## config.mk

```make
export PLATFORM = sky130hd
export DESIGN_NAME = multicycle_ctrl_fsm
export DESIGN_NICKNAME = d
export VERILOG_FILES = /design/src/rtl/multicycle_ctrl_fsm_pkg.sv /design/src/rtl/multicycle_ctrl_fsm_decode.sv /design/src/rtl/multicycle_ctrl_fsm.sv
export SDC_FILE = /design/constraint.sdc
export NUM_CORES = 1
export LEC_CHECK = 0
export BUFFER_PORTS_ARGS = -buffer_cell sky130_fd_sc_hd__buf_2
export CORE_AREA = 4 4 83 85
export DETAILED_ROUTE_END_ITERATION = 12
export DIE_AREA = 0 0 87 89
export PLACE_DENSITY = 0.7
export SLEW_MARGIN = 10
export SYNTH_ARGS = -nofsm -noshare
export SYNTH_HDL_FRONTEND = slang
export SYNTH_SLANG_ARGS = --single-unit
export TNS_END_PERCENT = 30
```

## constraint.sdc

```tcl
create_clock -name clk -period 4.8 [get_ports clk]
set_clock_uncertainty 0.2 [all_clocks]
set_input_delay 0.48 -clock clk [delete_from_list [all_inputs] [get_ports clk]]
set_output_delay 0.48 -clock clk [all_outputs]
set_load 0.005 [all_outputs]
```

## src/rtl/multicycle_ctrl_fsm_pkg.sv

```systemverilog
// Shared definitions for the multicycle MIPS control FSM.
// Contents: opcodes, ALU operation / operand-select / PC-source codes,
// the 4-bit state encoding and the packed control vector driven by the
// decoder into the datapath.
`timescale 1ns/1ps
package multicycle_ctrl_fsm_pkg;

    // Opcodes from IR[31:26]
    localparam logic [5:0] OP_RTYPE = 6'h00;
    localparam logic [5:0] OP_LW    = 6'h23;
    localparam logic [5:0] OP_SW    = 6'h2B;
    localparam logic [5:0] OP_BEQ   = 6'h04;
    localparam logic [5:0] OP_ADDI  = 6'h08;

    // ALU operation codes
    localparam logic [1:0] ALU_OP_ADD   = 2'b00;
    localparam logic [1:0] ALU_OP_SUB   = 2'b01;
    localparam logic [1:0] ALU_OP_FUNCT = 2'b10;

    // ALU B-operand selects
    localparam logic [1:0] ALUSRCB_RT    = 2'b00;
    localparam logic [1:0] ALUSRCB_FOUR  = 2'b01;
    localparam logic [1:0] ALUSRCB_IMM   = 2'b10;
    localparam logic [1:0] ALUSRCB_IMMSH = 2'b11;

    // PC source selects
    localparam logic [1:0] PCSRC_ALU    = 2'b00;
    localparam logic [1:0] PCSRC_ALUOUT = 2'b01;

    typedef enum logic [3:0] {
        S_IDLE     = 4'd0,
        S_FETCH    = 4'd1,
        S_DECODE   = 4'd2,
        S_MEM_ADDR = 4'd3,
        S_MEM_RD   = 4'd4,
        S_MEM_WB   = 4'd5,
        S_MEM_WR   = 4'd6,
        S_EXEC     = 4'd7,
        S_R_WB     = 4'd8,
        S_BRANCH   = 4'd9,
        S_ADDI_EX  = 4'd10,
        S_ADDI_WB  = 4'd11,
        S_TRAP     = 4'd12
    } state_t;

    typedef struct packed {
        logic       pc_write;
        logic       pc_write_cond;
        logic [1:0] pc_source;
        logic       i_or_d;
        logic       mem_read;
        logic       mem_write;
        logic       ir_write;
        logic       mem_to_reg;
        logic       reg_dst;
        logic       reg_write;
        logic       alu_src_a;
        logic [1:0] alu_src_b;
        logic [1:0] alu_op;
        logic       instr_done;
    } ctrl_t;

endpackage

```

## src/rtl/multicycle_ctrl_fsm_decode.sv

```systemverilog
// mc_ctrl_decode: combinational Moore decode of the controller state into
// the datapath control vector. mem_ready only gates the strobes that must
// not fire until a memory access actually completes.
// Ports:
//   i_state     current controller state
//   i_mem_ready memory handshake (already forced high when unused)
//   o_ctrl      full control vector, including instr_done
`timescale 1ns/1ps
module mc_ctrl_decode
    import multicycle_ctrl_fsm_pkg::*;
(
    input  state_t i_state,
    input  logic   i_mem_ready,
    output ctrl_t  o_ctrl
);

    always_comb begin
        o_ctrl = '0;
        case (i_state)
            S_FETCH: begin
                o_ctrl.mem_read  = 1'b1;
                o_ctrl.alu_src_b = ALUSRCB_FOUR;
                // PC+4 and IR are captured only when the fetch returns
                o_ctrl.ir_write  = i_mem_ready;
                o_ctrl.pc_write  = i_mem_ready;
            end
            S_DECODE: begin
                // speculative branch target computed into ALUOut
                o_ctrl.alu_src_b = ALUSRCB_IMMSH;
            end
            S_MEM_ADDR, S_ADDI_EX: begin
                o_ctrl.alu_src_a = 1'b1;
                o_ctrl.alu_src_b = ALUSRCB_IMM;
            end
            S_MEM_RD: begin
                o_ctrl.mem_read = 1'b1;
                o_ctrl.i_or_d   = 1'b1;
            end
            S_MEM_WB: begin
                o_ctrl.reg_write  = 1'b1;
                o_ctrl.mem_to_reg = 1'b1;
                o_ctrl.instr_done = 1'b1;
            end
            S_MEM_WR: begin
                o_ctrl.mem_write  = 1'b1;
                o_ctrl.i_or_d     = 1'b1;
                // store retires only on the cycle the write is accepted
                o_ctrl.instr_done = i_mem_ready;
            end
            S_EXEC: begin
                o_ctrl.alu_src_a = 1'b1;
                o_ctrl.alu_op    = ALU_OP_FUNCT;
            end
            S_R_WB: begin
                o_ctrl.reg_write  = 1'b1;
                o_ctrl.reg_dst    = 1'b1;
                o_ctrl.instr_done = 1'b1;
            end
            S_BRANCH: begin
                o_ctrl.alu_src_a     = 1'b1;
                o_ctrl.alu_op        = ALU_OP_SUB;
                o_ctrl.pc_write_cond = 1'b1;
                o_ctrl.pc_source     = PCSRC_ALUOUT;
                o_ctrl.instr_done    = 1'b1;
            end
            S_ADDI_WB: begin
                o_ctrl.reg_write  = 1'b1;
                o_ctrl.instr_done = 1'b1;
            end
            default: o_ctrl = '0;
        endcase
    end

endmodule

```

## src/rtl/multicycle_ctrl_fsm.sv

```systemverilog
// multicycle_ctrl_fsm: Moore controller for the multicycle MIPS datapath.
// Holds the state register, next-state logic, retired-instruction counter
// and the sticky illegal-opcode flag; control outputs come from
// mc_ctrl_decode.
// Ports:
//   clk, reset (async, active-low), run (permits a new fetch),
//   instr_op (IR[31:26]), mem_ready (memory handshake)
//   datapath controls: pc_write, pc_write_cond, pc_source, i_or_d,
//   mem_read, mem_write, ir_write, mem_to_reg, reg_dst, reg_write,
//   alu_src_a, alu_src_b, alu_op
//   status: instr_done, illegal_op, instr_count
`timescale 1ns/1ps
module multicycle_ctrl_fsm
    import multicycle_ctrl_fsm_pkg::*;
#(
    parameter int USE_MEM_READY = 1,
    parameter int CNT_W         = 32
) (
    input  logic             clk,
    input  logic             reset,
    input  logic             run,
    input  logic [5:0]       instr_op,
    input  logic             mem_ready,
    output logic             pc_write,
    output logic             pc_write_cond,
    output logic [1:0]       pc_source,
    output logic             i_or_d,
    output logic             mem_read,
    output logic             mem_write,
    output logic             ir_write,
    output logic             mem_to_reg,
    output logic             reg_dst,
    output logic             reg_write,
    output logic             alu_src_a,
    output logic [1:0]       alu_src_b,
    output logic [1:0]       alu_op,
    output logic             instr_done,
    output logic             illegal_op,
    output logic [CNT_W-1:0] instr_count
);

    state_t           r_state;
    logic [CNT_W-1:0] r_count;
    logic             r_illegal;
    logic             w_mem_ready;
    state_t           w_after_final;
    ctrl_t            w_ctrl;

    assign w_mem_ready   = (USE_MEM_READY != 0) ? mem_ready : 1'b1;
    assign w_after_final = run ? S_FETCH : S_IDLE;

    mc_ctrl_decode u_decode (
        .i_state     (r_state),
        .i_mem_ready (w_mem_ready),
        .o_ctrl      (w_ctrl)
    );

    always_ff @(posedge clk or negedge reset) begin
        if (!reset) begin
            r_state   <= S_IDLE;
            r_count   <= '0;
            r_illegal <= 1'b0;
        end else begin
            // instr_done is only ever asserted in a retiring final state
            if (w_ctrl.instr_done) begin
                r_count <= r_count + CNT_W'(1);
            end
            case (r_state)
                S_IDLE:     if (run) r_state <= S_FETCH;
                S_FETCH:    if (w_mem_ready) r_state <= S_DECODE;
                S_DECODE: begin
                    case (instr_op)
                        OP_RTYPE:     r_state <= S_EXEC;
                        OP_LW, OP_SW: r_state <= S_MEM_ADDR;
                        OP_BEQ:       r_state <= S_BRANCH;
                        OP_ADDI:      r_state <= S_ADDI_EX;
                        default: begin
                            r_state   <= S_TRAP;
                            r_illegal <= 1'b1;
                        end
                    endcase
                end
                S_MEM_ADDR: r_state <= (instr_op == OP_LW) ? S_MEM_RD : S_MEM_WR;
                S_MEM_RD:   if (w_mem_ready) r_state <= S_MEM_WB;
                S_MEM_WR:   if (w_mem_ready) r_state <= w_after_final;
                S_EXEC:     r_state <= S_R_WB;
                S_ADDI_EX:  r_state <= S_ADDI_WB;
                S_MEM_WB, S_R_WB, S_BRANCH, S_ADDI_WB: r_state <= w_after_final;
                // absorbing: only reset leaves the trap
                S_TRAP:     r_state <= S_TRAP;
                default:    r_state <= S_IDLE;
            endcase
        end
    end

    assign pc_write      = w_ctrl.pc_write;
    assign pc_write_cond = w_ctrl.pc_write_cond;
    assign pc_source     = w_ctrl.pc_source;
    assign i_or_d        = w_ctrl.i_or_d;
    assign mem_read      = w_ctrl.mem_read;
    assign mem_write     = w_ctrl.mem_write;
    assign ir_write      = w_ctrl.ir_write;
    assign mem_to_reg    = w_ctrl.mem_to_reg;
    assign reg_dst       = w_ctrl.reg_dst;
    assign reg_write     = w_ctrl.reg_write;
    assign alu_src_a     = w_ctrl.alu_src_a;
    assign alu_src_b     = w_ctrl.alu_src_b;
    assign alu_op        = w_ctrl.alu_op;
    assign instr_done    = w_ctrl.instr_done;
    assign illegal_op    = r_illegal;
    assign instr_count   = r_count;

endmodule

```

==> results of run 1 <==
state kept, by name, indices dropped and copies added, names as in the netlist:
register and cells:
instr_count 32, r_state 4, illegal_op 1
cell usage in the layout (no fill, tap or decap), types with 4 or more instances in the layout:
master,n
buf_2,58
a2111oi_4,4
clkbuf_8,5
nand2_1,13
xor2_1,29
o21ai_0,9
nand3_1,13
inv_1,6
and4_1,5
a21oi_1,9
nand2b_1,4
a211oi_1,7
a2111oi_2,4
nor3_1,4
a2111oi_1,9
nand4_1,5
dfrtp_1,37
nor2_1,11
path summary, 6_finish.rpt:
kind,to,from,slack (ns),depth (start not counted)
worst min-delay path,instr_count[10],reset,0.08,1
worst min register to register,instr_count[31],instr_count[31],0.26,1
worst max register to register,instr_count[1],r_state[3],2.13,4
min in group clk,instr_count[31],instr_count[31],0.26,1
max in group asynchronous,instr_count[21],reset,3.79,1
worst max-delay path,instr_done,r_state[3],1.63,4
per-layer routing:
layer / GRT usage (%) / vias up / routed length, um
met5: 0 / - / 0
met4: 4.674 / 0 / 63
met3: 2.488 / 5 / 299
met2: 22.91 / 58 / 2560
met1: 19.95 / 969 / 2437
li1: - / 964 / -
power groups by stage:
stage	registers [mW]	clock network (mW)	logic, mW
floorplan	0.453	0	0.487
global placement	0.517	0	0.576
detailed placement	0.520	0	0.585
CTS	0.514	0.269	0.589
global route	0.534	0.280	0.647
finish	0.515	0.262	0.580
worst max-delay path: cells and delay by family (launching register included):
family	cells	cell delay (ns)
DFF	1	0.61
and+or+nand+nor	2	0.54
AOI/OAI and AO/OA	1	0.84
buffers and inverters	1	0.21
cells by family after synthesis:
group                    count (synthesis)  share of synthesized area, %
flip-flops                              37                         38.60
other                                    1                        0.1563
AO/OA/AOI/OAI                           62                         23.68
buffers and inverters                   23                         5.738
XOR/XNOR                                32                         11.68
multiplexers                             3                         1.304
AND/OR/NAND/NOR                         72                         18.31
adder cells (fa/ha/maj)                  1                        0.5216
synth_stat cells (3+ instances only):
cell        n
a2111oi_1   9
a2111oi_2   4
a2111oi_4   4
a211oi_1    7
a21oi_1     9
and2_1      3
and3_1      3
and4_1      5
buf_4       7
buf_6       3
clkbuf_1    3
dfrtp_1    37
inv_1       6
nand2_1    13
nand2b_1    4
nand3_1    13
nand4_1     5
nor2_1     11
nor3_1      4
o21ai_0     9
xnor2_1     3
xor2_1     29
area by class of cell:
type | count | area (um2) | area share (%)
multi-input cells | 171 | 1335 | 48.00
well taps | 77 | 96.34 | 3.464
inverters | 6 | 22.52 | 0.8097
clock inverters | 2 | 35.03 | 1.260
clock buffers | 5 | 68.82 | 2.474
flip-flops and latches | 37 | 925.9 | 33.29
repair buffers | 59 | 297.8 | 10.71
metrics by stage:
stage | total power, mW | utilization (%) | setup slack, ns | hold WS [ns] | cells
CTS | 1.371 | 44.83 | 1.627 | 0.1201 | 357
global placement | 1.093 | 43.15 | 2.035 | 0.2534 | 350
detailed placement | 1.106 | 43.15 | 1.945 | 0.2504 | 350
global route | 1.460 | 44.83 | 1.459 | 0.1722 | 357
floorplan | 0.9392 | - | 2.626 | -0.01559 | 231
finish | 1.356 | 44.83 | 1.633 | 0.07780 | 357
==> reports/metrics.cfg, run 1 <==
[synthesis]
synth_area_mm2 = 0.002399
synth_nets = 242
postSynth.asyncResetShare_pct = 100.0
netlist_top_cells_area = dfrtp_1, xor2_1, a2111oi_4, a2111oi_1, nand3_1
seq_area_frac_synth_pct = 38.60
synth_edf_count = 0
yosys.area.top_type = dfrtp_1
syn_inst = 231
ys_ff_latch = 37
yosysWarnings = 0
synth_cell_type_count = 52
synthFlopType = dfrtp_1
avgSynthCellArea_um2 = 10.38
synthDominantCellAreaShare_pct = 38.60

[finish]
stdcell_area_mm2 = 0.002781
fill_cells = 592
n_antenna_cell = 0
area_delta_synth_final_pct = 15.96
drive_above_1_share_pct = 30.36
nets = 291

[place]
post_dp_cell_area_mm2 = 0.002678
gp_congestion = 0.7966
hpwl_um = 3805
portBuffers = 58

[setup_path]
crit_required_ns = 4.12
cp.arrival_ns = 2.49
path_class = register to primary output
crit_path_max_incr_delay_ns = 0.84
crit_path_max_fanout = 21
end_kind = primary output
path_cells = nor2b_2, o21ai_2, nand2_1, buf_2
critPathSlowestCell = o21ai_2
cp-start-kind = register

[clock_tree]
postCtsHoldBufs = 0
cts-root-buf = clkbuf_8
clock_latency_ns = 0.29
clk_path_buf_depth = 2
cts_sinks = 37
post-cts-setup-buffers = 0
cts.repair.resized = 0
cts_tree = yes
cts_made_buffers = 5
htreeDepth = 2
clk_pin_slew_worst_paths_ns = 0.08

[power]
ir_drop_mv = 0.1588
combPwrFrac_pct = 42.7
sw_frac_of_total_pct = 43.25
power.net_switching_mw = 0.5866
clockPowerShare_pct = 19.3
intPower_mw = 0.7698
p_seq_share_pct = 38.0
p_per_area_mw_per_mm2 = 487.7
power.leakage_nw = 0.9847

[sta]
hold_viol = 0
post-route-period-util_pct = 65.97
worstMarginPinSlew_ns = 1.022
fin_crit_ns = 3.167
maxSlewViolCount = 0
rsz0062_at_grt = false
setup_viol = 0
tns_ns = 0
fmax_mhz = 315.8
slew_headroom_pct = 31.84

[global_routing]
track_usage_pct = 14.40
grt_pass1_wl_um = 9032
globalRoute.totalOverflow = 0
grt_max_degree = 38
grt_pass1_vias = 1844
antenna_found_initial = 0

[die]
dieHeight_um = 89
pin_count = 60
start_util_pct = 38.66
die_w_um = 87
core_area_mm2 = 0.006205
row_count = 29
design.die.area_mm2 = 0.007743

[drt]
wl_per_cell_um = 15.01
via_count = 1996
ant_nets = 0
totalWireLength_um = 5360
drt_iter0_drc = 147
route.detailed.drc = 0
dr.pass1.iters = 4
vias_per_cell = 5.591

[worst_hold_path]
min_path_type = primary input to async pin

[status]
status = completed

[flow_run]
cap_violations = 0

Note: power is estimated with default switching activity, not from simulation.
==> run 2, diff against run 1 <==
--- a/config.mk
+++ b/config.mk
@@ -5,10 +5,11 @@
 export SDC_FILE = /design/constraint.sdc
 export NUM_CORES = 1
 export LEC_CHECK = 0
+export ABC_AREA = 1
 export BUFFER_PORTS_ARGS = -buffer_cell sky130_fd_sc_hd__buf_2
-export CORE_AREA = 4 4 83 85
+export CORE_AREA = 4 4 84 86
 export DETAILED_ROUTE_END_ITERATION = 12
-export DIE_AREA = 0 0 87 89
+export DIE_AREA = 0 0 88 90
 export PLACE_DENSITY = 0.7
 export SLEW_MARGIN = 10
 export SYNTH_ARGS = -nofsm -noshare
==> constraint.sdc (replaced) <==
create_clock -name clk -period 3.15 [get_ports clk]
set_clock_uncertainty 0.2 [all_clocks]
set_input_delay 0.315 -clock clk [delete_from_list [all_inputs] [get_ports clk]]
set_output_delay 0.315 -clock clk [all_outputs]
set_load 0.005 [all_outputs]
==> run 2 against run 1 <==
- routed wire length grew 17%
- setup slack lost 0.73 ns
- largest cell class unchanged
- total power up 25%
- area after synthesis is 2.3% higher
- flip-flop and latch count unchanged
- synthesized cell count grew 61%
- cell count up 42%
- worst hold slack improved by 0.071 ns
- sequential share of layout area down 1.4 points
- clock power up 66%
- critical endpoint unchanged
- sequential power rose by 18%
==> reports/metrics.cfg, run 2 <==
[finish]
seq_area_um2 = 925.9
layout_commonest_cell = nand2_1
stdcell_area_mm2 = 0.002903
n_antenna_cell = 0
layout_common_cells = nand2_1, nor2_1, buf_2
multi_input_area_mm2 = 0.001340
drive_above_1_share_pct = 18.33
fill_cells = 693
instances_no_fill = 508
area_delta_synth_final_pct = 18.31
final_util_pct = 46.24
largest_register_ffs = 32
nets = 441

[global_routing]
track_usage_pct = 16.92
grt_pass1_vias = 2371
antenna_found_initial = 0
grt_max_degree = 38
grt_pass1_wl_um = 10900
globalRoute.totalOverflow = 0

[place]
portBuffers = 58
hpwl_um = 4898
gp_congestion = 0.8968
post_dp_cell_area_mm2 = 0.002776
post-place-ws_ns = 1.101
place_inst = 499

[clock_tree]
cts-root-buf = clkbuf_8
clk_pin_slew_worst_paths_ns = 0.07
cts_tree = yes
clk_path_buf_depth = 2
cts_made_buffers = 5
cts.repair.resized = 0
cts_sinks = 37
htreeDepth = 2
post-cts-setup-buffers = 0
clock_latency_ns = 0.30

[synthesis]
synthFlopType = dfrtp_1
yosysWarnings = 0
avgSynthCellArea_um2 = 6.596
yosysMostFrequentCell = nand2_1
synth_nets = 383
synthDominantCellAreaShare_pct = 37.74
postSynth.asyncResetShare_pct = 100.0
yosys.area.top_type = dfrtp_1
synth_edf_count = 0
ys_ff_latch = 37
synth_cell_type_count = 27
seq_area_frac_synth_pct = 37.74
synthTopCellsByCount = nand2_1, nor2_1, dfrtp_1
syn_inst = 372
synth_area_mm2 = 0.002454
netlist_top_cells_area = dfrtp_1, nand2_1, nor2_1, xnor2_1, inv_1

[setup_path]
end_kind = primary output
critPathSlowestCell = dfrtp_1
cp-start-kind = register
rr_endpoint = instr_count[15]
crit_path_end = instr_done
cp.arrival_ns = 1.73
crit_start = r_state[1]
path_class = register to primary output
crit_required_ns = 2.63
r2r_start = r_state[1]
rr_worst_depth = 8
path_common_cell = nor2_2
reg2reg_slack_ns = 1.09
crit_path_max_incr_delay_ns = 0.42
crit_path_max_fanout = 34
path_cells = inv_2, nand2_2, nor2_2, nor2_2, nand3_4, buf_2

[drt]
dr.pass1.iters = 4
vias_per_cell = 4.894
totalWireLength_um = 6254
wl_per_cell_um = 12.31
ant_nets = 0
drt_iter0_drc = 168
route.detailed.drc = 0
via_count = 2486

[sta]
setup_viol = 0
hold_ws_ns = 0.1485
fin_crit_ns = 2.245
tns_ns = 0
fmax_mhz = 445.5
slew_headroom_pct = 43.18
hold_viol = 0
maxSlewViolCount = 0
rsz0062_at_grt = false
final.setup.worst_slack_ns = 0.9052
worstMarginPinSlew_ns = 0.8523
post-route-period-util_pct = 71.26

[die]
dieHeight_um = 90
core_area_mm2 = 0.006277
pin_count = 60
die_w_um = 88
row_count = 29
design.die.area_mm2 = 0.007920
start_util_pct = 39.09

[power]
ir_drop_mv = 0.4379
power_mw = 1.695
p_per_area_mw_per_mm2 = 583.9
power.leakage_nw = 1.464

[status]
status = completed

[worst_hold_path]
min_path_type = primary input to register

[flow_run]
cap_violations = 0

==> run 2: kinds of logic (layout without fill, tap and decap cells) <==
group / Yosys count / after routing / synth area share (%)
AO/OA/AOI/OAI: 15 / 15 / 3.315
XOR/XNOR: 17 / 17 / 6.069
adder cells (fa/ha/maj): 1 / 1 / 0.5099
buffers and inverters: 41 / 100 / 7.649
flip-flops: 37 / 37 / 37.74
other: 1 / 1 / 0.1528
AND/OR/NAND/NOR: 260 / 260 / 44.57
==> run 2: worst min path at each step <==
stage                     from          to  slack (ns)  cells after the start
finish               mem_ready  r_state[1]        0.15                      4
global route         mem_ready  r_state[1]        0.17                      4
CTS                  mem_ready  r_state[0]        0.14                      4
detailed placement  illegal_op  illegal_op        0.25                      2
floorplan                reset  illegal_op       -0.18                      0
global placement    illegal_op  illegal_op        0.25                      2
==> run 2: routing by layer <==
layer  track usage [%]  share of wire (%)  vias up  wire (um)
met5                 0                  0        -          0
met4             4.859                1.6        0        102
met3             4.113                6.3       11        395
met2             26.70                 46       67       2906
met1             22.78                 46     1140       2849
li1                  -                  -     1268          -
==> run 2: critical path, delay by kind of cell (launching register included) <==
family / cells / cell delay, ns
simple gates: 4 / 0.70
buf+inv: 2 / 0.30
flops: 1 / 0.42
==> run 2: timing repair <==
action	CTS	global route
endpoints found under the hold margin	37	0
endpoints found under the setup margin	0	0
hold buffers	1	0
==> run 2: final cells by class <==
class	instances	area share, %
clock buffer	7	2.974
clock inverter	1	1.034
inverter	33	4.267
multi-input combinational	294	46.16
sequential	37	31.90
tap	77	3.319
timing repair buffer	59	10.34
==> run 2: power by group <==
part           total (mW)  internal [mW]  switching (mW)
registers           0.607          0.533          0.0734
clock network       0.435          0.258           0.177
logic               0.653          0.224           0.429
==> run 3, diff against run 2 <==
--- a/config.mk
+++ b/config.mk
@@ -10,7 +10,7 @@
 export CORE_AREA = 4 4 84 86
 export DETAILED_ROUTE_END_ITERATION = 12
 export DIE_AREA = 0 0 88 90
-export PLACE_DENSITY = 0.7
+export PLACE_DENSITY = 0.72
 export SLEW_MARGIN = 10
 export SYNTH_ARGS = -nofsm -noshare
 export SYNTH_HDL_FRONTEND = slang
==> constraint.sdc (replaced) <==
create_clock -name clk -period 2.05 [get_ports clk]
set_clock_uncertainty 0.2 [all_clocks]
set_input_delay 0.205 -clock clk [delete_from_list [all_inputs] [get_ports clk]]
set_output_delay 0.205 -clock clk [all_outputs]
set_load 0.005 [all_outputs]
==> run 3 against run 2 <==
- first-iteration DRC count shrank 26%
- largest cell class unchanged
- global-route usage up 0.66 points
- critical path type unchanged
- critical endpoint unchanged
- cell count up 1.4%
- highest routed layer unchanged
- combinational power increased by 79%
==> reports/metrics.cfg, run 3 (synthesis gave the netlist of run 2 again) <==
[global_routing]
grt_pass1_vias = 2496
track_usage_pct = 17.58
antenna_found_initial = 0
globalRoute.totalOverflow = 0
grt_pass1_wl_um = 11330
grt_max_degree = 38

[setup_path]
cp.arrival_ns = 1.54
path_class = register to primary output
cp-start-kind = register
critPathSlowestCell = dfrtp_1
path_common_cell = nand2_1
worst-path-buf-inv = 2
end_kind = primary output
crit_path_max_fanout = 7
crit_required_ns = 1.64
critical_path.top_delay_family = simple AND/OR/NAND/NOR gates
crit_path_max_incr_delay_ns = 0.44
path_cells = inv_2, nand2_1, nor2_4, nand2_1, nand3_4, buf_2

[clock_tree]
cts_sinks = 37
clk_path_buf_depth = 2
cts-root-buf = clkbuf_8
cts_tree = yes
cts_made_buffers = 5
clk_pin_slew_worst_paths_ns = 0.07
htreeDepth = 2
clock_latency_ns = 0.29

[power]
ir_drop_mv = 0.3729
power_mw = 2.857
power.leakage_nw = 1.524
p_per_area_mw_per_mm2 = 949.7

[finish]
nets = 448
area_delta_synth_final_pct = 22.59
largest_register_ffs = 32
n_antenna_cell = 0
layout_common_cells = nand2_1, nor2_1, buf_2
layout_commonest_cell = nand2_1
drive_above_1_share_pct = 20.78
fill_cells = 654
stdcell_area_mm2 = 0.003008
instances_no_fill = 515

[status]
status = completed

[drt]
ant_nets = 0
drt_iter0_drc = 125
totalWireLength_um = 6533
vias_per_cell = 4.957
wl_per_cell_um = 12.69
via_count = 2553
dr.pass1.iters = 4
route.detailed.drc = 0

[sta]
setup_viol = 0
hold_viol = 0
fin_crit_ns = 1.943
fmax_mhz = 514.6
hold_ws_ns = 0.04746
tns_ns = 0
post-route-period-util_pct = 94.79
maxSlewViolCount = 0
rsz0062_at_grt = true

[place]
post_dp_cell_area_mm2 = 0.002804
portBuffers = 58
hpwl_um = 4913
gp_congestion = 0.9211
place_inst = 501

[worst_hold_path]
min_path_type = primary input to register

[die]
pin_count = 60
row_count = 29
core_area_mm2 = 0.006277
dieHeight_um = 90
start_util_pct = 39.09
design.die.area_mm2 = 0.007920
die_w_um = 88

[flow_run]
cap_violations = 0

[run 3: layout make-up]
type / count / area (um2) / area share [%]
Tap cell: 77 / 96.34 / 3.203
Clock buffer: 5 / 68.82 / 2.288
Clock inverter: 3 / 65.06 / 2.163
Sequential cell: 37 / 925.9 / 30.78
Timing Repair Buffer: 65 / 357.8 / 11.90
Multi-Input combinational cell: 295 / 1370 / 45.55
Inverter: 33 / 123.9 / 4.118
[run 3: worst min-delay path, stage by stage]
cell and delay, ns:
buf_2 0.10, nand2_1 0.05, nand3_1 0.06, nand2_1 0.05, nand2_1 0.05
[run 3: worst paths after layout]
check,start,endpoint,slack (ns),cells after the start
worst max-delay path,r_state[0],instr_done,0.11,6
worst min-delay path,run,r_state[0],0.05,5
worst max register to register,instr_count[1],instr_count[28],0.15,8
worst min register to register,illegal_op,illegal_op,0.27,2
max in group asynchronous,reset,instr_count[12],1.25,3
min in group asynchronous,reset,instr_count[25],0.21,3
[run 3: timing repair]
| action | 4_1_cts | 5_1_grt |
|---|---|---|
| pin swaps | 1 | 0 |
| endpoints found under the hold margin | 37 | 0 |
| buffers inserted | 4 | 0 |
| cloned | 1 | 0 |
| hold buffers | 1 | 0 |
| gates resized for setup | 0 | 7 |
| setup endpoints to repair | 1 | 13 |
[run 3: routing by layer]
layer | GRT usage (%) | vias to the layer above | routed length (um)
met2 | 29.65 | 66 | 3195
met4 | 5.371 | 0 | 126
li1 | - | 1293 | -
met1 | 22.27 | 1183 | 2856
met5 | 0 | - | 0
met3 | 3.473 | 11 | 354
[run 3: through the flow]
stage                     setup WS [ns]  util, %
after floorplan                  0.3656        -
after detailed placement        0.07511    44.67
after CTS                       0.05705    47.60
final                            0.1068    47.92
after global routing           -0.02063    47.92
after global placement           0.1017    44.67
[run 3: power by group]
group / leakage (nW) / internal [mW] / switching [mW] / total (mW)
logic: 0.957 / 0.443 / 0.728 / 1.17
registers: 0.499 / 0.820 / 0.118 / 0.938
clock network: 0.0681 / 0.483 / 0.264 / 0.747
total: 1.52 / 1.75 / 1.11 / 2.86
